File: config.mk
export PLATFORM = sky130hd
export DESIGN_NAME = div_core
export DESIGN_NICKNAME = d
export VERILOG_FILES = /design/src/rtl/div_core.sv
export SDC_FILE = /design/constraint.sdc
export NUM_CORES = 1
export LEC_CHECK = 0
export CORE_MARGIN = 2
export CORE_UTILIZATION = 60
export CTS_CLUSTER_SIZE = 25
export DETAILED_ROUTE_END_ITERATION = 7
export HOLD_SLACK_MARGIN = 0.03
export PLACE_DENSITY = 0.82
export SLEW_MARGIN = 15
export SYNTH_ARGS = -nofsm -noshare
export SYNTH_HDL_FRONTEND = slang
export SYNTH_SLANG_ARGS = --single-unit
File: constraint.sdc
create_clock -name clk_i -period 7.9 [get_ports clk_i]
set_input_delay 1.185 -clock clk_i [delete_from_list [all_inputs] [get_ports clk_i]]
set_output_delay 1.185 -clock clk_i [all_outputs]
set_load 0.02 [all_outputs]
File: src/rtl/div_core.sv
`default_nettype none
// ============================================================================
// div_core : multi-cycle RV32M divider (DIV/DIVU/REM/REMU), radix-2 restoring
// Revision : 1.0
// ============================================================================
module div_core (
  input  logic        clk_i,
  input  logic        rst_i,
  input  logic        div_start_i,
  input  logic [1:0]  div_op_i,
  input  logic [31:0] dividend_i,
  input  logic [31:0] divisor_i,
  output logic        div_res_ready_o,
  output logic [31:0] div_result_o,
  output logic        div_busy_o
);

  localparam int CPU_WIDTH = 32;

  typedef enum logic [1:0] {
    S_IDLE = 2'd0,
    S_CALC = 2'd1,
    S_DONE = 2'd2
  } state_t;

  state_t r_state;
  state_t w_state_nx;

  logic                 r_ready;
  logic                 r_busy;
  logic [CPU_WIDTH-1:0] r_result;
  logic [1:0]           r_op;
  logic [CPU_WIDTH-1:0] r_dvd;
  logic [CPU_WIDTH-1:0] r_dvs;
  logic [CPU_WIDTH-1:0] r_rem;
  logic [5:0]           r_cnt;
  logic                 r_q_neg;
  logic                 r_r_neg;

  logic                 w_signed;
  logic                 w_s1;
  logic                 w_s2;
  logic [CPU_WIDTH-1:0] w_abs_a;
  logic [CPU_WIDTH-1:0] w_abs_b;
  logic                 w_div0;
  logic                 w_ovf;
  logic                 w_special;
  logic [CPU_WIDTH-1:0] w_special_res;
  logic [CPU_WIDTH:0]   w_rem_sh;
  logic [CPU_WIDTH:0]   w_rem_diff;
  logic                 w_ge;
  logic [CPU_WIDTH-1:0] w_rem_nx;
  logic [CPU_WIDTH-1:0] w_dvd_nx;
  logic                 w_last;
  logic [CPU_WIDTH-1:0] w_q_final;
  logic [CPU_WIDTH-1:0] w_r_final;
  logic [CPU_WIDTH-1:0] w_final;

  // Operand conditioning in IDLE: DIV/REM have op[0]=0.
  assign w_signed  = ~div_op_i[0];
  assign w_s1      = w_signed & dividend_i[CPU_WIDTH-1];
  assign w_s2      = w_signed & divisor_i[CPU_WIDTH-1];
  assign w_abs_a   = w_s1 ? (~dividend_i + 32'd1) : dividend_i;
  assign w_abs_b   = w_s2 ? (~divisor_i + 32'd1) : divisor_i;
  assign w_div0    = (divisor_i == 32'd0);
  assign w_ovf     = w_signed && (dividend_i == 32'h8000_0000) && (divisor_i == 32'hFFFF_FFFF);
  assign w_special = w_div0 | w_ovf;
  assign w_special_res = w_div0 ? (div_op_i[1] ? dividend_i : 32'hFFFF_FFFF)
                                : (div_op_i[1] ? 32'd0      : 32'h8000_0000);

  // Remainder stays below the divisor, so the 33-bit difference's MSB is the borrow.
  assign w_rem_sh   = {r_rem, r_dvd[CPU_WIDTH-1]};
  assign w_rem_diff = w_rem_sh - {1'b0, r_dvs};
  assign w_ge       = ~w_rem_diff[CPU_WIDTH];
  assign w_rem_nx   = w_ge ? w_rem_diff[CPU_WIDTH-1:0] : w_rem_sh[CPU_WIDTH-1:0];
  assign w_dvd_nx   = {r_dvd[CPU_WIDTH-2:0], w_ge};
  assign w_last     = (r_cnt == 6'd31);
  assign w_q_final  = r_q_neg ? (~w_dvd_nx + 32'd1) : w_dvd_nx;
  assign w_r_final  = r_r_neg ? (~w_rem_nx + 32'd1) : w_rem_nx;
  assign w_final    = r_op[1] ? w_r_final : w_q_final;

  always_comb begin
    w_state_nx = r_state;
    case (r_state)
      S_IDLE: if (div_start_i) w_state_nx = w_special ? S_DONE : S_CALC;
      S_CALC: begin
        if (!div_start_i)  w_state_nx = S_IDLE;
        else if (w_last)   w_state_nx = S_DONE;
      end
      S_DONE:  w_state_nx = S_IDLE;
      default: w_state_nx = S_IDLE;
    endcase
  end

  always_ff @(posedge clk_i) begin
    if (rst_i) begin
      r_state <= S_IDLE;
      r_ready <= 1'b0;
      r_busy  <= 1'b0;
    end else begin
      r_state <= w_state_nx;
      r_ready <= (w_state_nx == S_DONE);
      r_busy  <= (w_state_nx == S_CALC);
    end
  end

  always_ff @(posedge clk_i) begin
    if (rst_i) begin
      r_result <= '0;
      r_op     <= '0;
      r_dvd    <= '0;
      r_dvs    <= '0;
      r_rem    <= '0;
      r_cnt    <= '0;
      r_q_neg  <= 1'b0;
      r_r_neg  <= 1'b0;
    end else begin
      case (r_state)
        S_IDLE: begin
          if (div_start_i) begin
            if (w_special) begin
              r_result <= w_special_res;
            end else begin
              r_op    <= div_op_i;
              r_dvd   <= w_abs_a;
              r_dvs   <= w_abs_b;
              r_q_neg <= w_s1 ^ w_s2;
              r_r_neg <= w_s1;
              r_rem   <= '0;
              r_cnt   <= '0;
            end
          end
        end
        S_CALC: begin
          // A dropped start is a flush: leave the result untouched.
          if (div_start_i) begin
            r_rem <= w_rem_nx;
            r_dvd <= w_dvd_nx;
            r_cnt <= r_cnt + 6'd1;
            if (w_last) r_result <= w_final;
          end
        end
        default: ;
      endcase
    end
  end

  assign div_res_ready_o = r_ready;
  assign div_result_o    = r_result;
  assign div_busy_o      = r_busy;

endmodule
`default_nettype wire
; ---- Word-level counts from Yosys, hierarchy flattened
; Cells that the tools add are included.
[totals]
regBits = 142
in_bits = 69
out_inout_bits = 34
elab_cells = 78
[classes]
n_addsub = 6
eq_ne = 11
muxes = 31
bitwise_logic = 11
n_reduce_logical = 8
[op_table]
columns = cell, n
row1 = $mux 32, 19
row2 = $pmux 32 s2, 3
row3 = $add 32x1->32 const B, 4
row4 = $not 32->32, 4
row5 = $eq 32x32->1 const B, 2
row6 = $sub 33x32->33, 1
row7 = $logic_not 32->1, 1
row8 = $mux 6, 3
row9 = $pmux 6 s2, 1
row10 = $ne 2x2->1 const B, 5
row11 = $mux 2, 4
row12 = $add 6x1->6 const B, 1
row13 = $eq 6x5->1 const B, 1
row14 = $reduce_and 5->1, 1
row15 = $eq 2x1->1 const B, 2
row16 = $pmux 2 s2, 1
row17 = $reduce_and 4->1, 1
row18 = $not 1->1, 3
row19 = $reduce_and 3->1, 1
row20 = $and 1x1->1, 2
row21 = $eq 2x2->1 const B, 1
row22 = $logic_and 1x1->1, 2
row23 = $logic_not 2->1, 1
row24 = $reduce_bool 2->1, 1
row25 = 2 further kinds, 2

; ---- Longest topological paths before layout
[logic_depth]
ltp_word = 9
ltp_mapped = 23
mapped_depth_nobuf = 21

; ---- Worst setup path after synthesis
; Ideal clock, no wire load.
[synth_timing]
path_type = register to register
start = register r_dvd[31]
end = register r_result[30], in the netlist div_result_o[30]
setup_time_ns = 0.131
t_arrival_ns = 4.677
t_required_ns = 7.769
slack_ns = 3.093
path_stages_with_launch = 24
path_buffers = 2
synth_period_minus_slack_ns = 4.807
cell_sequence = dfxtp_1 inv_1 ha_1 fa_1 nand2b_1 a21oi_4 o21ai_2 a211oi_4 o21a_2 nor2_2 inv_2 buf_4 clkbuf_1 o21ai_0 inv_1 ha_1 o21ai_0 or4_4 nor4b_2 nand4_1 and2_4 o31ai_2 xor2_1 o22ai_1
[synth_between]
elab_chain_cells = 9
word_cells_on_any_way = 13
cone_classes = add/sub (3) / mux (7) / bitwise (3)
[synth_lines]
columns = element, line
row1 = from (decl), 33  ; logic [CPU_WIDTH-1:0] r_dvd;
row2 = from (signal assigned), 125  ; r_dvd <= w_abs_a;
row3 = from (signal assigned), 138  ; r_dvd <= w_dvd_nx;
row4 = $sub 33x32->33, 73  ; assign w_rem_diff = w_rem_sh - {1'b0, r_dvs};
row5 = $mux 32 / $not 1->1 (equally long branches), "75, 74"
row6 = $not 32->32 (on tied branches), "79, 78"
row7 = $add 32x1->32 (on tied branches), "79, 78"
row8 = $mux 32 (on tied branches), "79, 78"
row9 = $mux 32 *, 80  ; assign w_final = r_op[1] ? w_r_final : w_q_final;
row10 = $mux 32 *, 140  ; if (w_last) r_result <= w_final;
row11 = $mux 32 *, 136  ; if (div_start_i) begin
row12 = $pmux 32 s2 *, 118  ; case (r_state)
row13 = to (signal assigned), 122  ; r_result <= w_special_res;
row14 = to (signal assigned), 140
row15 = to (decl), 31  ; logic [CPU_WIDTH-1:0] r_result;
; Every way passes the cells marked *; elsewhere a longest branch is shown, timed or not. The select of a mux whose other input is x is not followed.
; A chain may end at the register's enable or synchronous reset.

; ---- Final worst setup path
[layout_timing]
start = register r_dvs[0]
end = register r_result[30], in the netlist div_result_o[30]
[layout_between]
elab_chain_cells = 9
word_cells_on_any_way = 13
cone_classes = add/sub (3) / mux (7) / bitwise (3)
[layout_lines]
columns = element, line
row1 = from (decl), 34  ; logic [CPU_WIDTH-1:0] r_dvs;
row2 = from (signal assigned), 126  ; r_dvs <= w_abs_b;
row3 = $sub 33x32->33 *, 73
row4 = $mux 32 / $not 1->1 (equally long branches), "75, 74"
row5 = $not 32->32 (on tied branches), "79, 78"
row6 = $add 32x1->32 (on tied branches), "79, 78"
row7 = $mux 32 (on tied branches), "79, 78"
row8 = $mux 32 *, 80
row9 = $mux 32 *, 140
row10 = $mux 32 *, 136
row11 = $pmux 32 s2 *, 118
; Marked as above.

==> impl_metrics.ini <==
[grt]
antenna_found_initial = 0
grt_first_pass_wirelength_mm = 62.8
grt_max_degree = 82
grt_pass1_vias = 11538
grt_overflow = 0
globalRouteTotalUtil_pct = 36.8

[cells_and_area]
final_nets = 1802
area_growth_syn_to_layout_pct = 13.5
final_cells = 1972
drive_above_1_share_pct = 6.27
fin_util_pct = 69.4
n_fill_cell = 1719
diodes = 0

[logic_synthesis]
syn-num-nets = 1769
synth_cells = 1661
synth_area_um2 = 11900
ys_seq_area_share_pct = 23.6
synthArstFlopShare_pct = 0
ys_types = 97
yosys_warnings = 0
ys_seq_elements = 141
synth-edff-count = 0
ys.flop_type = dfxtp_1
synth_area_per_cell_um2 = 7.19

[placement]
dp_cells = 1940
preCtsSetupSlack_ns = 2.52
gp_congestion = 0.955
portBuffers = 102
hpwl_mm = 29.7

[floorplanning]
die_y_um = 145
die_area_um2 = 21100
die_w_um = 145
rows = 51
io_pins = 103
initial_core_util_pct = 61.2
core_area_um2 = 19500

[route]
wl_mm = 40.1
post_drt_via_cell_ratio = 6.61
num_vias = 13027
detail_route.wl_per_cell_um = 20.3
drc = 0
final_antenna_net_count = 0
drtIter0Drc = 1496
firstDrtPassIters = 7

[sta]
slew_headroom_pct = 22.6
fin_skew_ns = 0.0130
slew_viol_final = 0
tightest_slew_ns = 1.15
fmax_ghz = 0.183
finalHoldViolCount = 0
layout_setup_ws_ns = 2.42
rsz0062_at_grt = false
min_period_ns = 5.48
period_share_pct = 69.3
setup_viol = 0
tns_ns = 0

[clock_tree]
clockBufferDepth = 2
post_cts_resized = 0
clock_latency_ns = 0.44
cts_tree = built
cts_setup_buffers = 0
cts_num_sinks = 141
cts-root-buf = clkbuf_16
htree_num_levels = 4
cts-buffers-inserted = 17
ctsHoldBuffers = 0
clk_pin_slew_ns = 0.07

[critical_path]
crit_type = reg -> reg
path_max_fanout = 44
end_kind = register
start_kind = register
critical_path_required_ns = 8.18
arrival_ns = 5.75

[outcome]
status = finished, final reports clean

[job]
cap_viol_max_count = 0

[power_and_ir_drop]
vdd_drop_max_v = 0.000137
leakage_nw = 4.96
powerDensity_nw_per_um2 = 151

[worst_hold_path]
hp-class = reg -> reg
## metrics by stage
stage	hold slack [ns]	instance area [um2]	total power (W)
floorplan	0.446	11900	0.00110
global placement	0.456	13000	0.00125
detailed placement	0.462	13000	0.00125
CTS	0.472	13600	0.00204
global route	0.499	13600	0.00212
finish	0.471	13600	0.00205
## placed cells by master (no fill, tap or decap), drive strengths merged, types with 6 or more instances in the layout
master,count
nand2,132
nor2,270
nand3,26
o31ai,19
or3,23
inv,65
or4,11
o211ai,16
ha,38
o21ai,128
a211o,8
a21o,9
buf,20
o21bai,6
nor3,54
a31oi,17
clkdlybuf4s50,101
a211oi,82
a22oi,28
o21a,13
a21oi,120
nand2b,16
clkbuf,19
clkinvlp,6
and3,11
and2,14
xnor2,71
xor2,54
nor4,23
a311oi,11
o41ai,10
mux2i,22
nor2b,6
a221oi,6
dfxtp,141
mux2,6
nand4,29
## power by group
group / switching (W) / internal [W]
Combinational: 0.000305 / 0.000179
Clock: 0.000361 / 0.000440
Sequential: 0.0000297 / 0.000738
## final timing paths
kind,start,endpoint,slack (ns),cells after the start
worst min-delay path,r_dvs[31],r_dvs[31],0.47,2
worst min register to register,r_dvs[31],r_dvs[31],0.47,2
worst max register to register,r_dvs[0],div_result_o[30],2.42,21
worst max-delay path,r_dvs[0],div_result_o[30],2.42,21
## area by class of cell
class	count	area (um2)	share of cell area [%]
Inverter	60	225	1.66
Sequential cell	141	2820	20.8
Timing Repair Buffer	121	1160	8.56
Clock inverter	13	130	0.960
Multi-Input combinational cell	1353	8450	62.4
Tap cell	265	332	2.45
Clock buffer	19	433	3.19
## cells by family (layout without fill, tap and decap cells)
group,Yosys count,in the layout,synth area share [%]
AOI/OAI and AO/OA,523,523,29.8
xor gates and xnor gates,125,125,9.16
adders and majority gates,39,39,4.15
buffers and inverters,167,213,5.81
DFF,141,141,23.6
muxes,28,28,2.41
and+or+nand+nor,638,638,25.1
## registers in the layout, summed over array words and instances (netlist names)
signal and cells:
div_result_o 32, r_dvd 32, r_dvs 32, r_rem 32
r_cnt 6, r_state 2, div_busy_o 1, div_res_ready_o 1
r_op 1, r_q_neg 1, r_r_neg 1
## critical path, cell delays in order, from the launching register on
cell	delay (ns)
dfxtp_1	0.39
ha_1	0.24
fa_1	0.41
nand2b_1	0.24
a21oi_4	0.22
o21ai_2	0.17
a211oi_4	0.31
o21a_2	0.33
nor2_4	0.07
inv_2	0.06
buf_4	0.41
o21ai_0	0.24
inv_1	0.09
ha_1	0.23
o21ai_0	0.15
or4_4	0.45
nor4b_2	0.30
nand4_1	0.22
and2_4	0.25
o31ai_2	0.25
xor2_1	0.18
o22ai_1	0.09
## cell usage after synthesis (all sizes together), types with 19 or more instances
library cell    n  area share, %
a211oi         82            5.3
o31ai          19            1.4
nand4          29            1.6
inv            59            1.9
nor4           23            1.3
dfxtp         141             24
ha             38            4.0
xor2           54            4.0
a22oi          28            1.8
buf            36            1.7
nand2         132            4.1
o21ai         128            5.5
mux2i          22            1.8
a21oi         120            5.4
or3            23            1.2
nor3           54            2.3
nand3          26            1.1
nor2          270            8.6
clkbuf         71            2.2
xnor2          71            5.2
## per-layer routing
metal | wire length [um] | track usage [%] | vias to the layer above
met4 | 1180 | 11.2 | 0
met3 | 4160 | 7.11 | 105
met1 | 17400 | 51.7 | 6027
met5 | 0 | 0 | -
met2 | 17400 | 57.1 | 783
li1 | - | - | 6112
Power figures use the tool's default switching activity.
